$ cat src/rtl/router_out_arbiter_pkg.sv
// Shared types and constants for the router output-port scheduler.
package router_out_arbiter_pkg;

   localparam int NUM_PORTS     = 4;
   localparam int NUM_REQ       = NUM_PORTS;
   localparam int BYTES_PER_PKT = 4;
   localparam int PKT_W         = 8 * BYTES_PER_PKT;
   localparam int REQ_IDX_W     = $clog2(NUM_REQ);
   localparam int CNT_W         = $clog2(BYTES_PER_PKT);

   typedef struct packed {
      logic [3:0]  src;
      logic [3:0]  dest;
      logic [23:0] data;
   } pkt_t;

   typedef enum logic [0:0] {
      IDLE = 1'b0,
      SEND = 1'b1
   } arb_state_t;

   // Wire order on the node interface: header byte first, then data MSB first.
   function automatic logic [7:0] pkt_byte(input pkt_t p, input logic [CNT_W-1:0] idx);
      logic [7:0] b;
      case (idx)
         2'd0:    b = {p.src, p.dest};
         2'd1:    b = p.data[23:16];
         2'd2:    b = p.data[15:8];
         default: b = p.data[7:0];
      endcase
      return b;
   endfunction

endpackage

$ cat src/rtl/router_out_arbiter_if.sv
// Request/packet bus from the input buffers plus the outbound node byte interface.
// master: input-buffer / node side, slave: the output-port arbiter.
interface router_out_arbiter_if;
   import router_out_arbiter_pkg::*;

   logic [NUM_REQ-1:0]       req;
   logic [NUM_REQ*PKT_W-1:0] pkt_in;
   logic [NUM_REQ-1:0]       ack;
   logic                     free_outbound;
   logic                     put_outbound;
   logic [7:0]               payload_outbound;
   logic                     busy;

   modport master (
      output req, pkt_in, free_outbound,
      input  ack, put_outbound, payload_outbound, busy
   );

   modport slave (
      input  req, pkt_in, free_outbound,
      output ack, put_outbound, payload_outbound, busy
   );

endinterface

$ cat src/rtl/router_out_arbiter_rr_arbiter.sv
// Combinational rotate-priority select: the requester just after ptr_i has
// highest priority, ptr_i itself the lowest.
module rr_arbiter
   import router_out_arbiter_pkg::*;
(
   input  logic [NUM_REQ-1:0]   req_i,
   input  logic [REQ_IDX_W-1:0] ptr_i,
   output logic [NUM_REQ-1:0]   gnt_o,
   output logic [REQ_IDX_W-1:0] idx_o,
   output logic                 valid_o
);

   logic [REQ_IDX_W-1:0] cand;

   // Scan ptr+1 .. ptr+NUM_REQ (mod NUM_REQ) and keep the first hit.
   always_comb begin
      gnt_o   = '0;
      idx_o   = '0;
      valid_o = 1'b0;
      cand    = '0;
      for (int k = 1; k <= NUM_REQ; k++) begin
         cand = REQ_IDX_W'((int'(ptr_i) + k) % NUM_REQ);
         if (!valid_o && req_i[cand]) begin
            valid_o     = 1'b1;
            idx_o       = cand;
            gnt_o[cand] = 1'b1;
         end
      end
   end

endmodule

$ cat src/rtl/router_out_arbiter.sv
// Output-port scheduler: round-robin grant among input buffers, then streams
// the latched packet as BYTES_PER_PKT bytes to the node.
// Optional: ROUTER_ARB_STATS_EN adds a saturating granted-packet counter (pkt_count).
//
// state | meaning
// IDLE  | waiting for free_outbound and a request; grants and latches packet
// SEND  | streaming latched packet bytes, ignores req and free_outbound
module router_out_arbiter
   import router_out_arbiter_pkg::*;
(
   input  logic                  clock,
   input  logic                  reset_n,
   router_out_arbiter_if.slave   bus
`ifdef ROUTER_ARB_STATS_EN
   ,
   output logic [15:0]           pkt_count
`endif
);

   localparam logic [0:0] ST_IDLE = IDLE;
   localparam logic [0:0] ST_SEND = SEND;

   logic [0:0]           state_q,   state_d;
   logic [REQ_IDX_W-1:0] ptr_q,     ptr_d;
   logic [CNT_W-1:0]     cnt_q,     cnt_d;
   pkt_t                 pkt_q,     pkt_d;
   logic [NUM_REQ-1:0]   ack_q,     ack_d;
   logic                 put_q,     put_d;
   logic [7:0]           payload_q, payload_d;

   logic [NUM_REQ-1:0]   gnt;
   logic [REQ_IDX_W-1:0] gnt_idx;
   logic                 gnt_valid;

   rr_arbiter u_rr (
      .req_i   (bus.req),
      .ptr_i   (ptr_q),
      .gnt_o   (gnt),
      .idx_o   (gnt_idx),
      .valid_o (gnt_valid)
   );

   // Next-state: arbitrate only in IDLE; a started packet always completes.
   always_comb begin
      state_d   = state_q;
      ptr_d     = ptr_q;
      cnt_d     = cnt_q;
      pkt_d     = pkt_q;
      ack_d     = '0;
      put_d     = 1'b0;
      payload_d = 8'h00;
      case (state_q)
         ST_IDLE: begin
            if (bus.free_outbound && gnt_valid) begin
               ack_d   = gnt;
               ptr_d   = gnt_idx;
               cnt_d   = '0;
               pkt_d   = pkt_t'(bus.pkt_in[int'(gnt_idx)*PKT_W +: PKT_W]);
               state_d = ST_SEND;
            end
         end
         default: begin
            put_d     = 1'b1;
            payload_d = pkt_byte(pkt_q, cnt_q);
            cnt_d     = cnt_q + 1'b1;
            if (cnt_q == CNT_W'(BYTES_PER_PKT - 1)) begin
               state_d = ST_IDLE;
            end
         end
      endcase
   end

   // State and registered outputs; pointer resets so port 0 wins first.
   always_ff @(posedge clock or negedge reset_n) begin
      if (!reset_n) begin
         state_q   <= ST_IDLE;
         ptr_q     <= REQ_IDX_W'(NUM_REQ - 1);
         cnt_q     <= '0;
         pkt_q     <= '0;
         ack_q     <= '0;
         put_q     <= 1'b0;
         payload_q <= 8'h00;
      end else begin
         state_q   <= state_d;
         ptr_q     <= ptr_d;
         cnt_q     <= cnt_d;
         pkt_q     <= pkt_d;
         ack_q     <= ack_d;
         put_q     <= put_d;
         payload_q <= payload_d;
      end
   end

   assign bus.ack              = ack_q;
   assign bus.put_outbound     = put_q;
   assign bus.payload_outbound = payload_q;
   assign bus.busy             = (state_q == ST_SEND);

`ifdef ROUTER_ARB_STATS_EN
   logic [15:0] pkt_cnt_q;

   // Count grants, holding at all-ones instead of wrapping.
   always_ff @(posedge clock or negedge reset_n) begin
      if (!reset_n) begin
         pkt_cnt_q <= '0;
      end else if (|ack_d && (pkt_cnt_q != 16'hFFFF)) begin
         pkt_cnt_q <= pkt_cnt_q + 16'd1;
      end
   end

   assign pkt_count = pkt_cnt_q;
`endif

endmodule

$ cat src/flat_wrapper.sv
// flat-port wrapper written by rule: the top's interface ports become plain ports
module router_out_arbiter_flat import router_out_arbiter_pkg::*;
  (clock, reset_n, bus_req, bus_pkt_in, bus_free_outbound, bus_ack, bus_put_outbound, bus_payload_outbound, bus_busy);
  router_out_arbiter_if bus_i ();
  input  logic clock;
  input  logic reset_n;
  input wire logic [$bits(bus_i.req)-1:0] bus_req;
  input wire logic [$bits(bus_i.pkt_in)-1:0] bus_pkt_in;
  input wire logic [$bits(bus_i.free_outbound)-1:0] bus_free_outbound;
  output wire logic [$bits(bus_i.ack)-1:0] bus_ack;
  output wire logic [$bits(bus_i.put_outbound)-1:0] bus_put_outbound;
  output wire logic [$bits(bus_i.payload_outbound)-1:0] bus_payload_outbound;
  output wire logic [$bits(bus_i.busy)-1:0] bus_busy;
  assign bus_i.req = bus_req;
  assign bus_i.pkt_in = bus_pkt_in;
  assign bus_i.free_outbound = bus_free_outbound;
  assign bus_ack = bus_i.ack;
  assign bus_put_outbound = bus_i.put_outbound;
  assign bus_payload_outbound = bus_i.payload_outbound;
  assign bus_busy = bus_i.busy;
  router_out_arbiter u_core (.clock(clock), .reset_n(reset_n), .bus(bus_i));
endmodule
$ cat config.mk
export PLATFORM = sky130hd
export DESIGN_NAME = router_out_arbiter_flat
export DESIGN_NICKNAME = d
export VERILOG_FILES = /design/src/rtl/router_out_arbiter_pkg.sv /design/src/rtl/router_out_arbiter_if.sv /design/src/rtl/router_out_arbiter_rr_arbiter.sv /design/src/rtl/router_out_arbiter.sv /design/src/flat_wrapper.sv
export SDC_FILE = /design/constraint.sdc
export NUM_CORES = 1
export LEC_CHECK = 0
export BUFFER_PORTS_ARGS = -buffer_cell sky130_fd_sc_hd__buf_2
export CAP_MARGIN = 20
export CORE_ASPECT_RATIO = 0.9
export CORE_UTILIZATION = 50
export CTS_BUF_LIST = sky130_fd_sc_hd__clkbuf_4 sky130_fd_sc_hd__clkbuf_8
export DETAILED_ROUTE_END_ITERATION = 8
export PLACE_DENSITY = 0.83
export SLEW_MARGIN = 20
export SYNTH_ARGS = -nofsm -noshare
export SYNTH_HDL_FRONTEND = slang
export SYNTH_HIERARCHICAL = 1
export SYNTH_SLANG_ARGS = --single-unit
$ cat constraint.sdc
create_clock -name clock -period 3.3 [get_ports clock]
set_clock_uncertainty 0.1 [all_clocks]
set_input_delay 0.495 -clock clock [delete_from_list [all_inputs] [get_ports clock]]
set_output_delay 0.495 -clock clock [all_outputs]
set_load 0.1 [all_outputs]
### Yosys cells after proc, flatten, opt, wreduce, memory -nomap -nowiden

Cells that the tools add are included.

| operators by class | value |
|---|---|
| magnitude comparators | 8 |
| multiply operators | 0 |
| equal/unequal tests | 3 |
| div/mod/pow operators | 0 |
| shift-type cells | 1 |
| multiplexer cells | 38 |
| reductions and logical operators | 14 |
| bitwise operators | 4 |
| $add $sub $neg | 5 |

Operators by type and width:

| operator | number |
|---|---|
| $shiftx 128x8->32 | 1 |
| $mux 4 | 6 |
| $pmux 8 s3 | 1 |
| $mux 1 | 16 |
| $lt 2x3->1 const B | 4 |
| $mux 2 | 6 |
| $or 4x4->4 | 3 |
| $bmux 1 s2 | 4 |
| $demux 1 s2 | 4 |
| $ge 2x1->1 const B | 4 |
| $logic_and 1x1->1 | 8 |
| $mux 8 | 1 |
| $add 2x1->2 const B | 3 |
| $add 2x2->2 const B | 2 |
| $eq 2x2->1 const B | 2 |
| $logic_not 1->1 | 3 |
| $eq 2x1->1 const B | 1 |
| $logic_not 2->1 | 1 |
| $reduce_and 2->1 | 1 |
| $reduce_bool 2->1 | 1 |
| $not 1->1 | 1 |

| word-level totals | value |
|---|---|
| ROM bits | 0 |
| input bits | 135 |
| memories kept | 0 |
| output and inout port bits | 14 |
| latch bits | 0 |
| bits in writable memories | 0 |
| logic and storage cells | 82 |
| flip-flop bits (word level) | 50 |

### Depth between registers and ports, before layout

| logic depth | value |
|---|---|
| depth after elaboration | 16 |
| mapped depth | 12 |
| depth with buffers taken out | 8 |

### Modules after synthesis

The synthesis kept the hierarchy.

By module, submodules not included:

| module | area each (sq um) | instances | cells an instance | sequential area each (sq um) |
|---|---|---|---|---|
| router_out_arbiter | 2961.6 | 1 | 185 | 1253.7 |
| rr_arbiter | 525.5 | 1 | 68 | 0.0 |

### Worst setup path before layout

OpenSTA, ideal clock, no wires.

| timing | value |
|---|---|
| path kind | reg2reg |
| from | register u_core.ptr_q[0] |
| to | register u_core/pkt_q[21] (netlist bit) |
| buffers on the path | 4 |
| slack | 0.425 ns |
| arrival time | 2.649 ns |
| setup time | 0.125 ns |
| clock period less this slack | 2.875 ns |
| required time | 3.075 ns |
| cell stages (with the launch flop) | 13 |
| path through | dfstp_2 > buf_4 > inv_2 > ha_1 > buf_6 > a21oi_2 > nor3_1 > nor2_2 > o31a_1 > buf_6 > buf_12 > mux4_2 > mux2_4 |

| on the way | value |
|---|---|
| elaborated cells between the ends (all ways) | 29 |
| classes of those cells | add/sub: 4; shift: 1; mux: 16; reduce/logical: 8 |

RTL lines:

| element | line | text |
|---|---|---|
| start: declaration | router_out_arbiter.sv:24 | `logic [REQ_IDX_W-1:0] ptr_q, ptr_d;` |
| start signal: assignment | router_out_arbiter.sv:77 | `ptr_q <= REQ_IDX_W'(NUM_REQ - 1);` |
| start signal: assignment | router_out_arbiter.sv:85 | `ptr_q <= ptr_d;` |
| $add 2x1->2 | router_out_arbiter_rr_arbiter.sv:22 | `cand = REQ_IDX_W'((int'(ptr_i) + k) % NUM_REQ);` |
| $bmux 1 s2 | router_out_arbiter_rr_arbiter.sv:23 | `if (!valid_o && req_i[cand]) begin` |
| $mux 1 (implied by the code) | router_out_arbiter_rr_arbiter.sv:23 |  |
| $mux 1 | router_out_arbiter_rr_arbiter.sv:23 |  |
| $logic_not 1->1 | router_out_arbiter_rr_arbiter.sv:23 |  |
| $logic_and 1x1->1 | router_out_arbiter_rr_arbiter.sv:23 |  |
| $mux 1 | router_out_arbiter_rr_arbiter.sv:23 |  |
| $logic_not 1->1 | router_out_arbiter_rr_arbiter.sv:23 |  |
| $logic_and 1x1->1 | router_out_arbiter_rr_arbiter.sv:23 |  |
| $mux 1 | router_out_arbiter_rr_arbiter.sv:23 |  |
| $logic_not 1->1 | router_out_arbiter_rr_arbiter.sv:23 |  |
| $logic_and 1x1->1 | router_out_arbiter_rr_arbiter.sv:23 |  |
| $mux 2 (*) | router_out_arbiter_rr_arbiter.sv:23 |  |
| named net u_core.gnt_idx[0] | router_out_arbiter.sv:32 | `logic [REQ_IDX_W-1:0] gnt_idx;` |
| $shiftx 128x8->32 (*) | router_out_arbiter.sv:58 | `pkt_d = pkt_t'(bus.pkt_in[int'(gnt_idx)*PKT_W +: PKT_W]);` |
| end signal: assignment | router_out_arbiter.sv:87 | `pkt_q <= pkt_d;` |
| end: declaration | router_out_arbiter.sv:26 | `pkt_t pkt_q, pkt_d;` |

The timed path passes the listed nets; every way through them passes the cells marked *. The select of a mux whose other input is x is not followed.
A chain may end at the register's enable or synchronous reset.

### Worst setup path in the final report

| timing | value |
|---|---|
| from | register u_core.ptr_q[0] |
| to | register u_core/pkt_q[20] (netlist bit) |

The elaborated chain is that of the path after synthesis.

==> metrics.txt <==
dpl hpwl 6.38 mm; CP max stage delay 0.66 ns; Setup violations, final 0; Distinct cells, synth 45; # Post-CTS Setup Buffers 0; Setup crit start kind register; fin nets 540; Initial Util 52.4%; final hold vios 0; number of synthesized flops with an enable pin 0; post-synthesis sequential area ratio 36.0%; sum of negative setup slack 0 ns; initial drt markers 164; Die Wd 90.0 um; diode count 0; total track usage 23.5%; post-cts hold buffer count 0; Slew @ Worst Pin 0.771 ns; status completed; Final Cycle Share 94.9%; post-synthesis compound-gate area fraction 11.1%; Cells after Synth 253; dpl cells 475; CP delay by family, top multiplexers; CTS buffer count 5; initial antenna violation count 0; GPL Wtd Cong 0.843; row count 28; number of placed I/O pins 149; commonest non-fill, non-tap cell in the layout buf_2; asr flop ratio synth 100%; max_slew headroom 48.6%; first-pass GRT wire length 13.2 mm; Reg clk slew, reported paths 0.09 ns; sinks on the clock net 50; largest net degree at the start of global routing 36; drt total wl 8.42 mm; leak pwr 2.08 nW; CTS max path bufs 2; Final Max Slew Viols 0; most common flop cell mapped by yosys dfrtp_1; CP endpoint kind register; Seq cells post-synth 50; Cell Area, Synth 3490 sq um; crit-path cells mux4_2, a21oi_2, nor3_1, nor2_2, o31a_2, buf_12, mux4_1, mux2_2; Die Span Y 81.2 um; class of the worst hold path input port to async pin; CTS tree built; Avg Cell Area, Syn 13.8 sq um; Worst path slowest cell dfstp_2; Worst VDD drop 475 uV; Clock Tree Root clkbuf_8; fmax 319 MHz; area post-placement 4230 sq um; Crit path required time 3.39 ns; Final Non-Filler Cells 483; remaining global-route overflow 0; most frequent cells in the layout buf_2 (148), dfrtp_1 (48), mux4_2 (30); WS Path Type register to register; Layout fillers 532; Vias 2,725; syn nets 401; port bufs 148; adder and majority gate portion of the synthesized area 4.66%; Yosys warning count 6; Simple-Gate Fraction of Synth Area 4.70%; final critical-path required period 3.13 ns; CP bufs+invs 1; Clock Latency Late Sink 0.30 ns; post-synthesis mux area share 37.0%; number of global-route vias before repair 2,693; Detail Route Antenna Nets 0; core footprint 6660 sq um; Syn-to-layout area delta 24.7%; H-Tree Depth 2; PostCTS Resize Cnt 0; RSZ-0062 raised after global routing false; CP arrival 3.22 ns; largest family of logic cells by synthesized area multiplexers; XOR/XNOR Fraction of Synth Area 0%; MaxCap Viol Count 0; cell area after layout 4350 sq um; CP Max Fanout 33; Wirelength per Cell 17.4 um; PD cells 1070 nW/um^2; DIE AREA 7310 sq um; vias per cell 5.64; share of cells above drive strength 1 60.3%; Post-route DRC 0; drt pass-1 iters 4
## power breakdown
part / internal (mW) / total, mW / switching, mW
combinational: 1.50 / 3.09 / 1.60
clock: 0.234 / 0.432 / 0.197
sequential: 0.923 / 1.15 / 0.223
total: 2.66 / 4.67 / 2.02
## per-stage QoR
stage	hold slack [ns]	total power, mW	worst slack [ns]	util, %
finish	0.160	4.67	0.169	65.3
global route	0.208	4.96	0.00616	65.3
detailed placement	0.393	4.22	0.170	63.6
floorplan	0.0994	3.78	0.425	-
CTS	0.174	4.68	0.149	65.3
global placement	0.396	4.13	0.228	63.6
## final cells by class
class                      instances  area, sq um  share of cell area (%)
tap                               90          113                    2.59
clock buffer                       6         76.3                    1.76
sequential                        50         1250                    28.8
timing repair buffer             153          803                    18.5
multi-input combinational        167         2010                    46.2
inverter                          15         56.3                    1.30
clock inverter                     2         37.5                   0.864
## final timing paths
path	startpoint	endpoint	slack (ns)	cells past startpoint
min	reset_n	u_core/pkt_q[5]	0.16	1
max reg2reg	u_core/ptr_q[0]	u_core/pkt_q[20]	0.17	8
max in group asynchronous	reset_n	u_core/ptr_q[0]	2.15	2
max	u_core/ptr_q[0]	u_core/pkt_q[20]	0.17	8
min reg2reg	u_core/pkt_q[12]	u_core/pkt_q[12]	0.42	1
min in group clock	u_core/pkt_q[12]	u_core/pkt_q[12]	0.42	1
## worst register-to-register path: stages (launching register included)
cell,delay [ns]
dfstp_2,0.66
mux4_2,0.65
a21oi_2,0.18
nor3_1,0.06
nor2_2,0.07
o31a_2,0.16
buf_12,0.26
mux4_1,0.61
mux2_2,0.28
## flip-flops by register name (all words and copies together) (netlist names)
name	flops
u_core/pkt_q	32
u_core/bus.payload_outbound	8
u_core/bus.ack	4
u_core/cnt_q	2
u_core/ptr_q	2
u_core/bus.busy	1
u_core/bus.put_outbound	1
## cells by family after synthesis
logic type,after synthesis
multiplexers,70
AO/OA/AOI/OAI,51
flip-flops,50
buffers and inverters,36
AND/OR/NAND/NOR,33
adder cells (fa/ha/maj),13
## layer usage
layer	GRT usage, %	part of all wire [%]	vias to the layer above
met3	4.12	5.6	7
met5	0	0	-
met4	5.16	1.1	0
li1	-	-	1247
met2	39.5	50	114
met1	32.3	44	1357
## Yosys cell counts, types with 2 or more instances
library cell  instances  area share (%)
mux2_4               29              12
ha_1                 13             4.7
buf_4                 3            0.65
mux2_2                5             1.6
mux2i_1               2            0.57
a21oi_1              10             1.4
o21ai_1               5            0.72
nand2b_1              3            0.54
o21ai_0               3            0.43
clkbuf_1              6            0.65
a21boi_0              2            0.43
a22oi_1               8             1.7
inv_1                13             1.4
a221o_1               4             1.1
dfstp_2               2             1.5
buf_6                 4             1.3
nand2_1              13             1.4
and2_1                5            0.90
nor2_1                5            0.54
buf_2                 5            0.72
mux4_1                3             2.3
dfrtp_1              48              34
mux4_2               30              19
a221oi_1              9             2.3
buf_12                3             1.7
(Power assumes the default switching activity.)
